[src/rtl/ofm_write_serializer.sv]
// ofm_write_serializer
//   Buffers packed systolic output rows in a small FIFO and writes them to the
//   OFM memory one element per cycle, at consecutive (wrapping) addresses.
//
// Ports
//   clk        : clock, all state changes on its rising edge
//   rst        : asynchronous active-high reset
//   row_valid  : upstream offers a row
//   row_ready  : a FIFO slot is free (registered from occupancy)
//   row_data   : packed row, element i at [i*DATA_WIDTH +: DATA_WIDTH]
//   row_addr   : OFM address of element 0
//   row_size   : number of valid elements (clamped to SYSTOLIC_SIZE)
//   ofm_we     : OFM write enable
//   ofm_waddr  : OFM write address (holds when ofm_we is low)
//   ofm_wdata  : OFM write data (holds when ofm_we is low)
//   row_done   : one-cycle pulse on a row's last write or on a discarded empty row
//   busy       : FIFO non-empty or a row is being written
module ofm_write_serializer #(
  parameter int SYSTOLIC_SIZE = 16,
  parameter int DATA_WIDTH    = 16,
  parameter int ADDR_WIDTH    = 14,
  parameter int FIFO_DEPTH    = 4
) (
  input  logic                                clk,
  input  logic                                rst,
  input  logic                                row_valid,
  output logic                                row_ready,
  input  logic [SYSTOLIC_SIZE*DATA_WIDTH-1:0] row_data,
  input  logic [ADDR_WIDTH-1:0]               row_addr,
  input  logic [4:0]                          row_size,
  output logic                                ofm_we,
  output logic [ADDR_WIDTH-1:0]               ofm_waddr,
  output logic [DATA_WIDTH-1:0]               ofm_wdata,
  output logic                                row_done,
  output logic                                busy
);

  localparam int PW = $clog2(FIFO_DEPTH);
  localparam int CW = PW + 1;
  localparam int RW = SYSTOLIC_SIZE * DATA_WIDTH;

  typedef enum logic {S_IDLE, S_WRITE} state_e;

  state_e                  state_q, state_d;
  logic [CW-1:0]           cnt_q, cnt_d;
  logic [PW-1:0]           wr_ptr_q, rd_ptr_q;
  logic                    ready_q;

  logic [RW-1:0]           fifo_data_q [FIFO_DEPTH];
  logic [ADDR_WIDTH-1:0]   fifo_addr_q [FIFO_DEPTH];
  logic [4:0]              fifo_size_q [FIFO_DEPTH];

  logic [RW-1:0]           work_data_q;
  logic [ADDR_WIDTH-1:0]   work_addr_q;
  logic [4:0]              work_size_q;
  logic [4:0]              idx_q, idx_d;

  logic                    we_q, we_d;
  logic [ADDR_WIDTH-1:0]   waddr_q, waddr_d;
  logic [DATA_WIDTH-1:0]   wdata_q, wdata_d;
  logic                    done_q, done_d;

  logic                    push, pop, fifo_empty;
  logic [4:0]              size_clamped;

  assign fifo_empty   = (cnt_q == '0);
  assign push         = row_valid && ready_q;
  assign size_clamped = (row_size > 5'(SYSTOLIC_SIZE)) ? 5'(SYSTOLIC_SIZE) : row_size;

  assign row_ready = ready_q;
  assign ofm_we    = we_q;
  assign ofm_waddr = waddr_q;
  assign ofm_wdata = wdata_q;
  assign row_done  = done_q;
  assign busy      = !fifo_empty || (state_q != S_IDLE);

  // FIFO storage carries no reset; occupancy is tracked by cnt_q/pointers.
  always_ff @(posedge clk) begin
    if (push) begin
      fifo_data_q[wr_ptr_q] <= row_data;
      fifo_addr_q[wr_ptr_q] <= row_addr;
      fifo_size_q[wr_ptr_q] <= size_clamped;
    end
  end

  always_comb begin
    cnt_d = cnt_q;
    case ({push, pop})
      2'b10:   cnt_d = cnt_q + CW'(1);
      2'b01:   cnt_d = cnt_q - CW'(1);
      default: cnt_d = cnt_q;
    endcase
  end

  // A pop never coincides with a push into a full FIFO: ready reflects the
  // occupancy at the previous edge, so a pop cannot free a slot for the same
  // cycle's push.
  always_comb begin
    state_d = state_q;
    idx_d   = idx_q;
    we_d    = 1'b0;
    waddr_d = waddr_q;
    wdata_d = wdata_q;
    done_d  = 1'b0;
    pop     = 1'b0;
    case (state_q)
      S_IDLE: begin
        if (!fifo_empty) begin
          pop     = 1'b1;
          idx_d   = '0;
          state_d = S_WRITE;
        end
      end
      S_WRITE: begin
        if (work_size_q != '0) begin
          we_d    = 1'b1;
          waddr_d = work_addr_q + ADDR_WIDTH'(idx_q);
          wdata_d = work_data_q[idx_q*DATA_WIDTH +: DATA_WIDTH];
        end
        // Last element (or empty row): load the next entry in the same edge so
        // back-to-back rows stream without a bubble.
        if ((work_size_q == '0) || (idx_q == work_size_q - 5'd1)) begin
          done_d = 1'b1;
          idx_d  = '0;
          if (!fifo_empty) begin
            pop = 1'b1;
          end else begin
            state_d = S_IDLE;
          end
        end else begin
          idx_d = idx_q + 5'd1;
        end
      end
      default: state_d = S_IDLE;
    endcase
  end

  always_ff @(posedge clk or posedge rst) begin
    if (rst) begin
      state_q     <= S_IDLE;
      cnt_q       <= '0;
      wr_ptr_q    <= '0;
      rd_ptr_q    <= '0;
      ready_q     <= 1'b0;
      work_data_q <= '0;
      work_addr_q <= '0;
      work_size_q <= '0;
      idx_q       <= '0;
      we_q        <= 1'b0;
      waddr_q     <= '0;
      wdata_q     <= '0;
      done_q      <= 1'b0;
    end else begin
      state_q  <= state_d;
      cnt_q    <= cnt_d;
      ready_q  <= (cnt_d != CW'(FIFO_DEPTH));
      idx_q    <= idx_d;
      we_q     <= we_d;
      waddr_q  <= waddr_d;
      wdata_q  <= wdata_d;
      done_q   <= done_d;
      if (push) begin
        wr_ptr_q <= wr_ptr_q + PW'(1);
      end
      if (pop) begin
        rd_ptr_q    <= rd_ptr_q + PW'(1);
        work_data_q <= fifo_data_q[rd_ptr_q];
        work_addr_q <= fifo_addr_q[rd_ptr_q];
        work_size_q <= fifo_size_q[rd_ptr_q];
      end
    end
  end

endmodule

[config.mk]
export PLATFORM = sky130hd
export DESIGN_NAME = ofm_write_serializer
export DESIGN_NICKNAME = d
export VERILOG_FILES = /design/src/rtl/ofm_write_serializer.sv
export SDC_FILE = /design/constraint.sdc
export NUM_CORES = 1
export LEC_CHECK = 0
export ABC_CLOCK_PERIOD_IN_PS = 13600
export CAP_MARGIN = 20
export CORE_MARGIN = 8
export CORE_UTILIZATION = 51
export CTS_BUF_LIST = sky130_fd_sc_hd__clkbuf_2 sky130_fd_sc_hd__clkbuf_4 sky130_fd_sc_hd__clkbuf_8
export DETAILED_ROUTE_END_ITERATION = 12
export PLACE_DENSITY = 0.69
export SYNTH_ARGS = -nofsm -noshare
export SYNTH_HDL_FRONTEND = slang
export SYNTH_SLANG_ARGS = --single-unit
[constraint.sdc]
create_clock -name clk -period 13.6 [get_ports clk]
set_input_delay 1.36 -clock clk [delete_from_list [all_inputs] [get_ports clk]]
set_output_delay 1.36 -clock clk [all_outputs]
set_load 0.1 [all_outputs]
==> run summary, run 1 <==
status - finished, final reports clean
Final Critical Period - 5.04 ns
Area Overhead vs Synth - 17.3%
via count - 25400
Mean Syn Cell Area - 22.5 sq um
Fin. Hold Viols - 0
Max Clock Freq - 198 MHz
FP Rows - 119
critical path startpoint category - input pin
commonest cells in the netlist - 1100 x edfxtp_1, 339 x mux4_2, 321 x dfrtp_1
area leader, netlist - edfxtp_1
Residual DRC - 0
CTS Sinks - 1421
hold_sp - work_data_q[25]
Final Max Tran Viols - 0
total power - 0.0146 W
most frequent cell after synthesis - edfxtp_1
slowest stage cell, crit path - buf_4
cell count after synthesis - 2397
IO Port Bufs - 311
H-tree depth - 4
Total Wirelength - 123000 microns
Arrival @ worst endpoint - 5.49 ns
IO Pins - 312
sequential area share after synthesis - 76.0%
WHS - 0.483 ns
P per Cell Area - 230 nW/um^2
drt first pass iters - 5
Core Region - 105000 sq um
Synth cell types - 43
reg2reg start - work_size_q[0]
CTS clk-pin slew, worst paths - 0.06 ns
reg2reg end - work_data_q[118]
Die Width - 341 microns
Worst setup EP type - flop
GRT Total Usage - 21.1%
clock latency at the later pin of the worst-skew pair - 0.88 ns
VDD IR max - 0.344 mV
largest cells by area after synthesis - edfxtp_1 61%, dfrtp_1 15%, mux4_2 14%
Antenna Nets Post-Route - 0
WL/cell - 27.8 microns
share of cells above drive strength 1 - 32.3%
post-CTS setup buffer count - 0
clk buf depth - 3
worst r2r path cells - 9
cell area after synthesis - 54000 sq um
Hold Path Sink - work_data_q[25]
register bit count reported by yosys - 1421
Primary FF master, synth - edfxtp_1
initial cell density of the core - 51.4%
CTS tree - built
most frequent CP cell - buf_4
CP Cell Sequence - clkdlybuf4s50_1, and3_4, buf_4, buf_4, buf_4
Critical Path Start - row_valid
FILL cells - 7352
Die Y - 341 microns
crit-path max FO - 70
Root Buffer - clkbuf_8
Layout Skew - 0.0577 ns
CP peak stage delay - 0.96 ns
1st-iter DRT viols - 2024
Routability Congestion - 0.778
required time of the worst setup path - 14.05 ns
cts repair resizes - 0
crit share post-route - 37.1%
Slew @ Worst Pin - 1.40 ns
reg-to-reg setup timing slack - 8.98 ns
Rel. slew slack - 6.84%
Critical path buffers and inverters - 4
GRT overflow - 0
number of synthesized flops with an enable pin - 1100
hold_buf cts - 0
cts bufs inserted - 215
Hold Crit Class - reg -> reg
Lkg Pwr - 21.5 nW
Fin Setup TNS - 0 ns
fin nets - 3128
Synth Warn # - 0
WS Path Type - in -> reg
Yosys top cell area share - 61.2%
Final setup viols - 0
Hold Path Depth - 1
vias per cell - 5.73
FFs w/ async S/R, synth - 22.6%
CP delay by family, top - buffers and inverters
Max-Cap Viols - 0
antenna violations before repair - 24
Syn Nets - 2689
die area - 117000 sq um
largest net degree at the start of global routing - 177
global-route wire length before repair - 182000 microns
RSZ-0062 raised after global routing - no
post-DP HPWL - 76600 microns
vias in the first global route - 27500
==> through the flow <==
| stage | util [%] | cell area (sq um) | cells | worst slack [ns] |
|---|---|---|---|---|
| after global placement | 55.7 | 58600 | 4006 | 7.71 |
| after CTS | 60.2 | 63200 | 4418 | 8.58 |
| final | 60.2 | 63300 | 4431 | 8.56 |
| after floorplan | - | 54000 | 2397 | 3.36 |
| after global routing | 60.2 | 63300 | 4425 | 8.41 |
| after detailed placement | 55.8 | 58600 | 4008 | 7.65 |
==> layout make-up <==
| class | count | area (sq um) | area share (%) |
|---|---|---|---|
| sequential | 1421 | 41100 | 64.9 |
| clock inverter | 55 | 434 | 0.686 |
| antenna | 11 | 27.5 | 0.0435 |
| timing repair buffer | 348 | 3490 | 5.51 |
| multi-input combinational | 836 | 12300 | 19.4 |
| clock buffer | 355 | 4180 | 6.60 |
| inverter | 14 | 60.1 | 0.0948 |
| tap | 1391 | 1740 | 2.75 |
==> kinds of logic (layout without fill, tap and decap cells) <==
kind of cell,Yosys count,count (layout),share of synthesized area (%)
AND/OR/NAND/NOR,82,82,0.792
multiplexers,629,629,20.1
AO/OA/AOI/OAI,88,88,1.07
adder cells (fa/ha/maj),14,14,0.352
other,0,11,0
buffers and inverters,140,772,1.23
flip-flops,1421,1421,76.0
XOR/XNOR,23,23,0.373
==> cells in the final DEF (no fill, tap or decap), types with 5 or more instances in the layout <==
cell type,instances
clkbuf_8,242
edfxtp_1,1100
nor2b_1,24
a22o_1,16
mux2_1,81
a21oi_1,18
mux2i_1,17
xor2_1,14
buf_12,5
inv_1,13
nor2_1,6
clkinv_2,20
inv_6,6
diode_2,11
a211oi_1,17
clkbuf_4,113
dfrtp_1,315
clkdlybuf4s50_1,310
o21ai_0,25
mux4_2,339
clkinv_1,16
buf_4,31
xnor2_1,9
ha_1,12
mux2_2,192
nand2_1,30
==> worst register-to-register path, stage by stage, from the launching register on <==
cell,delay (ns)
dfrtp_1,0.40
inv_1,0.09
ha_1,0.19
nor4b_1,0.36
nand2b_2,0.86
inv_1,0.34
a21oi_4,0.22
buf_4,0.49
buf_12,0.59
mux2_2,0.96
==> sequential cells by signal, indices dropped and copies added, names as in the netlist <==
name         flops
work_addr_q     14
cnt_q            3
work_size_q      5
rd_ptr_q         2
ofm_wdata       16
row_done         1
fifo_data_q   1024
row_ready        1
state_q          1
fifo_size_q     20
fifo_addr_q     56
idx_q            5
work_data_q    256
ofm_waddr       14
ofm_we           1
wr_ptr_q         2
==> metal layers <==
metal | GRT usage (%) | wire length, microns | vias to the layer above
met5 | 0 | 47 | -
met4 | 6.83 | 3210 | 6
met3 | 6.47 | 10500 | 198
met2 | 33.2 | 59600 | 891
met1 | 28.4 | 49900 | 13500
li1 | - | - | 10800
==> worst max-delay path by stage <==
| stage | end | slack, ns | cells after the start |
|---|---|---|---|
| floorplan | cnt_q[0] | 3.36 | 1 |
| global placement | fifo_data_q[2][86] | 7.71 | 5 |
| detailed placement | fifo_data_q[0][68] | 7.65 | 5 |
| CTS | fifo_data_q[0][97] | 8.58 | 5 |
| global route | fifo_data_q[0][73] | 8.41 | 5 |
| finish | fifo_data_q[0][73] | 8.56 | 5 |
==> power breakdown <==
group,internal [W],total (W),switching [W]
logic,0.00207,0.00446,0.00239
clock network,0.00201,0.00362,0.00161
registers,0.00590,0.00651,0.000609
total,0.00998,0.0146,0.00461
(Power assumes the default switching activity.)
==> run 2, diff against run 1 <==
ABC_CLOCK_PERIOD_IN_PS = 4970   (was 13600)
clock period = 4.97 ns   (was 13.6 ns; I/O delays follow)
==> run 2 against run 1 <==
Net effect: register-to-register slack got worse by 7.4 ns; power grew to 2.8 times the previous value; worst hold slack got worse by 0.27 ns; clock-buffer cell count is 37 lower; first-iteration DRC count up 8.8%; flip-flop and latch count unchanged; die area is the same; combinational power grew to 2.8 times the previous value; final cell count is 0.50% higher; via count increased by 0.52%; wire length about the same.
==> run summary, run 2 (same netlist as run 1, synthesis figures left out) <==
FP Rows - 119 (unchanged)
Residual DRC - 0 (unchanged)
fin nets - 3140 (was 3128)
share of cells above drive strength 1 - 32.0% (was 32.3%)
GRT busiest layer - met2 (unchanged)
Total Wirelength - 123000 microns (about the same)
Slew @ Worst Pin - 1.22 ns (was 1.40 ns)
grt met2 use - 33.8% (was 33.2%)
cts bufs inserted - 218 (was 215)
final core occ - 60.5% (was 60.2%)
Max Clock Freq - 276 MHz
largest net degree at the start of global routing - 172 (was 177)
initial cell density of the core - 51.4% (unchanged)
met1 Use GR - 27.8% (was 28.4%)
via count - 25500 (was 25400)
largest registers - fifo_data_q (1024), work_data_q (256), fifo_addr_q (56) (unchanged)
clock latency at the later pin of the worst-skew pair - 0.88 ns (about the same)
crit share post-route - 72.8%
WS Path Type - reg -> out (was in -> reg)
GRT overflow - 0 (unchanged)
status - finished, final reports clean (unchanged)
IO Port Bufs - 311 (unchanged)
critical path startpoint category - flop (was input pin)
Final Max Tran Viols - 0 (unchanged)
slowest stage cell, crit path - clkdlybuf4s50_1 (was buf_4)
P per Cell Area - 631 nW/um^2 (was 230 nW/um^2)
Biggest register - fifo_data_q (unchanged)
global-route wire length before repair - 182000 microns (about the same)
GRT Total Usage - 21.1% (about the same)
Die Y - 341 microns (unchanged)
Layout Skew - 0.0491 ns (was 0.0577 ns)
CTS tree - built (unchanged)
Lkg Pwr - 21.6 nW (was 21.5 nW)
GR met3 Demand/Resource - 7.08% (was 6.47%)
cts repair resizes - 0 (unchanged)
vias in the first global route - 27000 (was 27500)
leading cell types in the layout, fill and taps excluded - 1100 x edfxtp_1, 339 x mux4_2, 315 x dfrtp_1 (unchanged)
die area - 117000 sq um (unchanged)
Hold Crit Class - in -> async (was reg -> reg)
Max-Cap Viols - 0 (unchanged)
max reg flops - 1024 (unchanged)
Post-Layout Cell Count - 4453 (was 4431)
placed insts - 4018 (was 4008)
CP Cell Sequence - nor4_1, inv_1, clkdlybuf4s50_1 (was clkdlybuf4s50_1, and3_4, buf_4, buf_4, buf_4)
CTS Sinks - 1421 (unchanged)
Core Region - 105000 sq um (unchanged)
Rel. slew slack - 18.6% (was 6.84%)
CP peak stage delay - 1.08 ns (was 0.96 ns)
clk buf depth - 3 (unchanged)
RSZ-0062 raised after global routing - no (unchanged)
Die Width - 341 microns (unchanged)
Routability Congestion - 0.798 (was 0.778)
fin area - 63600 sq um (was 63300 sq um)
crit-path max FO - 4 (was 70)
Final Critical Period - 3.62 ns
WL/cell - 27.7 microns (was 27.8 microns)
drt first pass iters - 5 (unchanged)
required time of the worst setup path - 4.47 ns (was 14.05 ns)
H-tree depth - 4 (unchanged)
Fin. Hold Viols - 0 (unchanged)
vias per cell - 5.74 (was 5.73)
post-DP HPWL - 77700 microns (was 76600 microns)
Fin Setup TNS - 0 ns (unchanged)
antenna violations before repair - 43 (was 24)
Final setup viols - 0 (unchanged)
DP Area - 59000 sq um (was 58600 sq um)
Area Overhead vs Synth - 17.8% (was 17.3%)
Root Buffer - clkbuf_8 (unchanged)
1st-iter DRT viols - 2203 (was 2024)
Antenna Nets Post-Route - 0 (unchanged)
CTS clk-pin slew, worst paths - 0.06 ns (about the same)
most common cell after layout, fill and taps aside - edfxtp_1 (unchanged)
IO Pins - 312 (unchanged)
Arrival @ worst endpoint - 3.12 ns (was 5.49 ns)
WHS - 0.217 ns (was 0.483 ns)
hold_buf cts - 0 (unchanged)
reg-to-reg setup timing slack - 1.55 ns (was 8.98 ns)
post-CTS setup buffer count - 0 (unchanged)
Worst setup EP type - output port (was flop)
VDD IR max - 0.510 mV (was 0.344 mV)
## run 2: cell count changes in the layout (fill, tap and decap cells not counted), moves of 6 or more
cell	previous run	this run
clkbuf_4	113	70
buf_12	5	29
clkinv_1	16	39
clkinv_2	20	33
diode_2	11	24
clkdlybuf4s50_1	310	301
clkbuf_8	242	248
## run 2: through the flow
step / power, W / setup slack (ns)
2_1_floorplan: 0.0264 / 0.0507
3_3_place_gp: 0.0303 / 1.65
3_5_place_dp: 0.0307 / 1.59
4_1_cts: 0.0406 / 1.23
5_1_grt: 0.0419 / 1.13
6_report: 0.0401 / 1.35
## run 2: worst max-delay path: cells and delay by family (launching register included)
family	cells	cell delay [ns]
buf+inv	2	1.24
simple gates	1	0.61
flops	1	0.42
## run 2: path summary, 6_finish.rpt
check	start	to	depth (start not counted)
max in group asynchronous	rst	work_data_q[228]	3
worst max-delay path	cnt_q[0]	busy	3
min in group clk	row_data[155]	fifo_data_q[0][155]	1
worst min-delay path	rst	work_data_q[187]	2
worst min register to register	ofm_waddr[10]	ofm_waddr[10]	2
worst max register to register	work_size_q[0]	work_data_q[202]	8
## run 2: metal layers
| metal | routed length (microns) | vias to the layer above | share of wire [%] |
|---|---|---|---|
| met5 | 136 | - | 0.11 |
| met4 | 2610 | 20 | 2.1 |
| met3 | 11000 | 194 | 8.9 |
| met2 | 60600 | 874 | 49 |
| met1 | 48800 | 13600 | 40 |
| li1 | - | 10900 | - |
## run 2: final cells by class
| cell class | instances | area [sq um] |
|---|---|---|
| clock buffer | 318 | 3940 |
| inverter | 14 | 56.3 |
| sequential | 1421 | 41100 |
| timing repair buffer | 357 | 3800 |
| antenna | 24 | 60.1 |
| fill | 7482 | 41500 |
| tap | 1391 | 1740 |
| multi-input combinational | 836 | 12300 |
| clock inverter | 92 | 654 |
## run 2: power breakdown
group,leakage [nW],switching (W),internal (W),total (W)
combinational,5.37,0.00679,0.00579,0.0126
clock,2.45,0.00450,0.00540,0.00990
sequential,13.8,0.00154,0.0161,0.0177
